File: config.mk
export PLATFORM = sky130hd
export DESIGN_NAME = vga_sync_flat
export DESIGN_NICKNAME = d
export VERILOG_FILES = /design/src/rtl/vga_sync_if.sv /design/src/rtl/vga_sync.sv /design/src/flat_wrapper.sv
export SDC_FILE = /design/constraint.sdc
export NUM_CORES = 1
export LEC_CHECK = 0
export CORE_ASPECT_RATIO = 1.25
export CORE_MARGIN = 3
export CORE_UTILIZATION = 40
export CTS_CLUSTER_SIZE = 30
export DETAILED_ROUTE_END_ITERATION = 10
export DONT_BUFFER_PORTS = 1
export REMOVE_ABC_BUFFERS = 1
export SKIP_LAST_GASP = 1
export SLEW_MARGIN = 25
export SYNTH_ARGS = -nofsm -noshare
export SYNTH_HDL_FRONTEND = slang
export SYNTH_SLANG_ARGS = --single-unit
File: constraint.sdc
create_clock -name clk -period 1.85 [get_ports clk]
set_input_delay 0.2775 -clock clk [delete_from_list [all_inputs] [get_ports clk]]
set_output_delay 0.2775 -clock clk [all_outputs]
set_load 0.02 [all_outputs]
File: src/rtl/vga_sync_if.sv
// VGA timing output bundle.
// The master side (vga_sync) drives every signal; the slave side is the consumer.
interface vga_sync_if;
    logic       hsync;
    logic       vsync;
    logic       video_on;
    logic       p_tick;
    logic [9:0] pixel_x;
    logic [9:0] pixel_y;
    logic       line_tick;
    logic       frame_tick;
    logic [7:0] frame_cnt;

    modport master (
        output hsync, vsync, video_on, p_tick,
        output pixel_x, pixel_y, line_tick, frame_tick, frame_cnt
    );

    modport slave (
        input hsync, vsync, video_on, p_tick,
        input pixel_x, pixel_y, line_tick, frame_tick, frame_cnt
    );
endinterface

File: src/rtl/vga_sync.sv
// VGA sync generator: 2:1 pixel-enable divider, horizontal and vertical counters,
// registered active-low syncs and single-clock line/frame strobes.
// Optional feature: define VGA_SYNC_FRAME_CNT_EN to build an 8-bit frame counter.
// Without it frame_cnt is a constant zero and no counter register exists.
// All porch/display sums must stay below 1024 to fit the 10-bit counters.
module vga_sync #(
    parameter int H_DISP = 640, // visible pixels per line
    parameter int H_FP   = 16,  // horizontal front porch, pixels
    parameter int H_RT   = 96,  // horizontal retrace, pixels
    parameter int H_BP   = 48,  // horizontal back porch, pixels
    parameter int V_DISP = 480, // visible lines per frame
    parameter int V_FP   = 10,  // vertical front porch, lines
    parameter int V_RT   = 2,   // vertical retrace, lines
    parameter int V_BP   = 33   // vertical back porch, lines
) (
    input  logic       clk,
    input  logic       reset,
    vga_sync_if.master vga
);

    localparam logic [9:0] H_VIS     = 10'(H_DISP);
    localparam logic [9:0] H_MAX     = 10'(H_DISP + H_FP + H_RT + H_BP - 1);
    localparam logic [9:0] H_SYNC_LO = 10'(H_DISP + H_FP);
    localparam logic [9:0] H_SYNC_HI = 10'(H_DISP + H_FP + H_RT - 1);
    localparam logic [9:0] V_VIS     = 10'(V_DISP);
    localparam logic [9:0] V_MAX     = 10'(V_DISP + V_FP + V_RT + V_BP - 1);
    localparam logic [9:0] V_SYNC_LO = 10'(V_DISP + V_FP);
    localparam logic [9:0] V_SYNC_HI = 10'(V_DISP + V_FP + V_RT - 1);

    logic       div_q;
    logic [9:0] h_q;
    logic [9:0] v_q;
    logic [9:0] h_next;
    logic [9:0] v_next;
    logic       hsync_q;
    logic       vsync_q;
    logic       line_tick;
    logic       frame_tick;

    // Pixel enable: toggles every clk, so it is high on every second edge.
    // NOTE: sequential state uses non-blocking (<=) so every flop samples pre-edge values.
    always_ff @(posedge clk or posedge reset) begin
        if (reset) div_q <= 1'b0;
        else       div_q <= ~div_q;
    end

    // Next counter position; equals the current one on edges without a pixel enable.
    // NOTE: both outputs get a default first so no path through this block infers a latch.
    always_comb begin
        h_next = h_q;
        v_next = v_q;
        if (div_q) begin
            if (h_q == H_MAX) begin
                h_next = '0;
                v_next = (v_q == V_MAX) ? '0 : v_q + 10'd1;
            end else begin
                h_next = h_q + 10'd1;
            end
        end
    end

    // Counters and syncs advance together; syncs are decoded from the next position
    // so that the registered sync lines up with pixel_x / pixel_y.
    always_ff @(posedge clk or posedge reset) begin
        if (reset) begin
            h_q     <= '0;
            v_q     <= '0;
            hsync_q <= 1'b1;
            vsync_q <= 1'b1;
        end else if (div_q) begin
            h_q     <= h_next;
            v_q     <= v_next;
            hsync_q <= !((h_next >= H_SYNC_LO) && (h_next <= H_SYNC_HI));
            vsync_q <= !((v_next >= V_SYNC_LO) && (v_next <= V_SYNC_HI));
        end
    end

    assign line_tick  = div_q && (h_q == H_MAX);
    assign frame_tick = line_tick && (v_q == V_MAX);

    assign vga.hsync      = hsync_q;
    assign vga.vsync      = vsync_q;
    assign vga.video_on   = (h_q < H_VIS) && (v_q < V_VIS);
    assign vga.p_tick     = div_q;
    assign vga.pixel_x    = h_q;
    assign vga.pixel_y    = v_q;
    assign vga.line_tick  = line_tick;
    assign vga.frame_tick = frame_tick;

`ifdef VGA_SYNC_FRAME_CNT_EN
    logic [7:0] frame_cnt_q;

    // Frame counter for slow effects such as text blink; wraps modulo 256.
    always_ff @(posedge clk or posedge reset) begin
        if (reset)           frame_cnt_q <= '0;
        else if (frame_tick) frame_cnt_q <= frame_cnt_q + 8'd1;
    end

    assign vga.frame_cnt = frame_cnt_q;
`else
    assign vga.frame_cnt = 8'h00;
`endif

endmodule

File: src/flat_wrapper.sv
// flat-port wrapper written by rule: the top's interface ports become plain ports
module vga_sync_flat 
#(
    parameter int H_DISP = 640,                           
    parameter int H_FP   = 16,                                   
    parameter int H_RT   = 96,                               
    parameter int H_BP   = 48,                                  
    parameter int V_DISP = 480,                           
    parameter int V_FP   = 10,                                
    parameter int V_RT   = 2,                             
    parameter int V_BP   = 33                                
)
  (clk, reset, vga_hsync, vga_vsync, vga_video_on, vga_p_tick, vga_pixel_x, vga_pixel_y, vga_line_tick, vga_frame_tick, vga_frame_cnt);
  vga_sync_if vga_i ();
  input  logic clk;
  input  logic reset;
  output wire logic [$bits(vga_i.hsync)-1:0] vga_hsync;
  output wire logic [$bits(vga_i.vsync)-1:0] vga_vsync;
  output wire logic [$bits(vga_i.video_on)-1:0] vga_video_on;
  output wire logic [$bits(vga_i.p_tick)-1:0] vga_p_tick;
  output wire logic [$bits(vga_i.pixel_x)-1:0] vga_pixel_x;
  output wire logic [$bits(vga_i.pixel_y)-1:0] vga_pixel_y;
  output wire logic [$bits(vga_i.line_tick)-1:0] vga_line_tick;
  output wire logic [$bits(vga_i.frame_tick)-1:0] vga_frame_tick;
  output wire logic [$bits(vga_i.frame_cnt)-1:0] vga_frame_cnt;
  assign vga_hsync = vga_i.hsync;
  assign vga_vsync = vga_i.vsync;
  assign vga_video_on = vga_i.video_on;
  assign vga_p_tick = vga_i.p_tick;
  assign vga_pixel_x = vga_i.pixel_x;
  assign vga_pixel_y = vga_i.pixel_y;
  assign vga_line_tick = vga_i.line_tick;
  assign vga_frame_tick = vga_i.frame_tick;
  assign vga_frame_cnt = vga_i.frame_cnt;
  vga_sync #(.H_DISP(H_DISP), .H_FP(H_FP), .H_RT(H_RT), .H_BP(H_BP), .V_DISP(V_DISP), .V_FP(V_FP), .V_RT(V_RT), .V_BP(V_BP)) u_core (.clk(clk), .reset(reset), .vga(vga_i));
endmodule
Word-level counts from Yosys, hierarchy flattened

Index checks and enable logic that the tools add are counted.

RAM bits: 0
Output and inout port bits: 34
Input bits: 2
ROM bits: 0
Memories: 0
Latch bits: 0
Register bits: 23
Word-level logic and storage cells: 28

Bitwise logic cells: 1
Mux-type cells: 5
Reductions and logical operators: 7
Shift-type cells: 0
Multiply operators: 0
Order comparisons: 6
Add/sub/neg operators: 2
Div/mod/pow operators: 0
Eq/ne operators: 2

Operator list:

| kind                  | count |
|---|---|
| $mux 10               | 5 |
| $add 10x1->10 const B | 2 |
| $eq 10x10->1 const B  | 2 |
| $ge 10x10->1 const B  | 1 |
| $ge 10x9->1 const B   | 1 |
| $le 10x10->1 const B  | 1 |
| $le 10x9->1 const B   | 1 |
| $lt 10x10->1 const B  | 1 |
| $lt 10x9->1 const B   | 1 |
| $logic_and 1x1->1     | 5 |
| $logic_not 1->1       | 2 |
| $not 1->1             | 1 |

Logic depth before layout (Yosys ltp)

Word-level depth: 7
Gate-level depth with buffers: 7
Depth with buffers taken out: 7

Worst setup path after synthesis

OpenSTA, ideal clock, no wires.

Path kind: register -> output
Start point: reg u_core.v_q[6], in the netlist u_core.vga.pixel_y[6]
End point: out vga_frame_tick
Data arrival time: 1.822 ns
Path slack: -0.249 ns
Data required time: 1.572 ns
Buffers on the path: 1
Cell stages (with the launch flop): 5
Path through: dfrtp_1 > buf_6 > or4b_4 > nor4_4 > nor2b_1

Longest elaborated chain between the ends: 2

RTL lines:

| item                   | RTL line           | text |
|---|---|---|
| start, declared        | vga_sync.sv:32     | `logic [9:0] v_q;` |
| start signal, assigned | vga_sync.sv:72     | `v_q <= v_next;` |
| $eq 10x10->1           | vga_sync.sv:79     | `assign frame_tick = line_tick && (v_q == V_MAX);` |
| $logic_and 1x1->1      | vga_sync.sv:79     |  |
| end, declared          | flat_wrapper.sv:24 | `output wire logic [$bits(vga_i.frame_tick)-1:0] vga_frame_tick;` |

Every way passes these cells.

Worst setup path in the final report

Start point: reg u_core.v_q[5], in the netlist u_core.vga.pixel_y[5]
End point: out vga_frame_tick

Same word-level chain as after synthesis.

==> results.toml <==
[synth]
synth.avg_cell_area_sq_um = 9.21
async_flop_share = 1.00
synthFlopType = "dfrtp_1"
synth_edf_count = 0
yosysUniqueCellTypes = 46
seq_area_frac_synth = 0.405
yosys_warnings = 0
netlist_instances = 155
syn_area_sq_um = 1430
ys_ff_latch = 23

[clocking]
clk_latency_ps = 270
clockBufferDepth = 2
clk_pin_slew_worst_paths_ps = 80
cts-buffers-inserted = 3
cts.sinks = 23
cts_tree = "built"
h-tree-depth = 1
cts_root_buf = "clkbuf_8"

[worst_setup_path]
r2r_slack_ps = 50
arrival_ps = 1700
worstSetupStartpointType = "flip-flop"
reg2reg_depth = 8
reg2reg_to = "u_core.vga.vsync$_DFFE_PP1P_"
critPathKind = "flip-flop to output port"
cp-end-kind = "output port"
required_ps = 1570
critical_path_peak_fanout = 2
r2r-start = "u_core.vga.pixel_x[5]$_DFFE_PP0P_"

[floorplanning]
fp.dieH_microns = 72.8
io_pins = 36
initial_utilization = 0.431
core_sq_um = 3310
row_count = 23
die_area_sq_um = 4330
dieWidth_microns = 59.4

[sta]
clock_skew_ps = 3.57
setup_viol = 1
max_freq_mhz = 505
holdWs_ps = 489
finalCritPeriodShare = 1.07
hold_viol = 0
rsz0062_at_grt = "true"
min_period_ps = 1980
layout_setup_ws_ps = -128
drv_slew = 0

[finish]
mostFrequentLayoutCells = "buf_4, dfrtp_1, nand2_1, nor2_1"
n_antenna_cell = 0
final_common_cell = "buf_4"
fin_nets = 205
syn_to_final_growth_pct = 30.6
final_cells = 236
layout-drive-gt1-share = 0.337

[global_routing]
grt_overflow = 0
grt_max_degree = 24
gr-usage-all-layers = 0.185
grt_pass1_wl_microns = 6160
antenna_found_initial = 0
grt_pass1_vias = 1347

[detailed_routing]
route.detailed.drc = 0
antenna_left = 0
drt-initial-drc-count = 28
post_drt_wl_per_cell_microns = 15.6
first_pass_iters = 4
vias_per_cell = 5.56
drt-total-wl_microns = 3690
vias = 1311

[outcome]
violations = "setup timing"
status = "complete, but fails checks"

[power]
power.density_nw_per_um2 = 456
leakage_nw = 0.848
ir_worst_vdd_uv = 346

[min_path]
hold_class = "input port to asynchronous set/reset pin"

[place]
gp_congestion = 0.818
dp_hpwl_microns = 2770
io_buffer_count = 0
place_inst = 224

[run]
max-cap-violations = 0
[metal layers]
layer | vias up | GRT usage | wire, microns
met1 | 640 | 0.205 | 1460
met4 | 0 | 0.0781 | 72
met3 | 7 | 0.0442 | 182
met5 | - | 0 | 0
li1 | 629 | - | -
met2 | 35 | 0.328 | 1970
[kinds of logic (layout without fill, tap and decap cells)]
| family | after synthesis | after routing | synth area share |
|---|---|---|---|
| compound gates | 29 | 29 | 0.140 |
| xor+xnor | 8 | 8 | 0.0491 |
| fa+ha+maj | 3 | 3 | 0.0263 |
| buf+inv | 21 | 58 | 0.0824 |
| flops | 23 | 23 | 0.405 |
| mux | 2 | 2 | 0.0140 |
| other cells | 1 | 8 | 0.00263 |
| simple gates | 68 | 68 | 0.280 |
[state kept, by name, summed over array words and instances, names as in the netlist]
signal / count
u_core.vga.hsync: 1
u_core.vga.vsync: 1
u_core.vga.p_tick: 1
u_core.vga.pixel_y: 10
u_core.vga.pixel_x: 10
[where the power goes]
part,internal [mW],leakage [nW],total [mW],switching (mW)
Combinational,0.00297,0.526,0.0278,0.0248
Clock,0.154,0.0228,0.320,0.166
Sequential,0.502,0.300,0.502,0
[per-stage QoR]
stage	worst slack [ps]	total power, mW	util	setup TNS (ps)	area [sq um]
2_1_floorplan	-189	0.534	-	-310	1370
4_1_cts	-139	0.862	0.540	-139	1790
3_5_place_dp	22.2	0.539	0.512	0	1690
6_report	-128	0.850	0.563	-128	1860
3_3_place_gp	40.8	0.538	0.512	0	1690
5_1_grt	-222	0.889	0.563	-295	1860
[Yosys cell counts (3+ instances only)]
cell type	instances	share of area
nor2_1	13	0.034
nand3_1	6	0.021
xor2_1	4	0.025
nand4_1	6	0.026
nand2_1	16	0.042
xnor2_1	4	0.025
inv_1	8	0.021
buf_4	8	0.042
nor3_1	4	0.014
ha_1	3	0.026
and3_1	4	0.018
a31oi_1	4	0.018
or3_1	3	0.013
o21ai_1	6	0.021
o21ai_0	6	0.021
dfrtp_1	21	0.37
[worst max-delay path by stage]
stage / cells after the start / from / end / slack, ps
floorplan: 3 / u_core.vga.pixel_y[6]$_DFFE_PP0P_ / vga_frame_tick / -190
global placement: 6 / u_core.vga.pixel_y[5]$_DFFE_PP0P_ / u_core.vga.vsync$_DFFE_PP1P_ / 40
detailed placement: 6 / u_core.vga.pixel_y[6]$_DFFE_PP0P_ / u_core.vga.vsync$_DFFE_PP1P_ / 20
CTS: 4 / u_core.vga.pixel_y[6]$_DFFE_PP0P_ / vga_frame_tick / -140
global route: 4 / u_core.vga.pixel_y[5]$_DFFE_PP0P_ / vga_frame_tick / -220
finish: 4 / u_core.vga.pixel_y[5]$_DFFE_PP0P_ / vga_frame_tick / -130
[critical path, cell delays in order (launching register included)]
cell     delay, ps
dfrtp_1        380
or4b_4         560
nor4_4         180
nor2b_2        180
buf_4          140
[final cells by class]
class                           count  area (sq um)
Clock buffer                        4          45.0
Fill cell                         305          1450
Inverter                            9          36.3
Multi-Input combinational cell    118           803
Sequential cell                    23           578
Tap cell                           37          46.3
Timing Repair Buffer               45           355
[timing repair]
action | 4_1_cts | 5_1_grt
endpoints found under the setup margin | 3 | 5
hold endpoints to repair | 21 | 0
setup buffers | 3 | 4
pin swaps | 2 | 2
hold buffers | 1 | 0
gates resized for setup | 5 | 13
(Power assumes the default switching activity.)
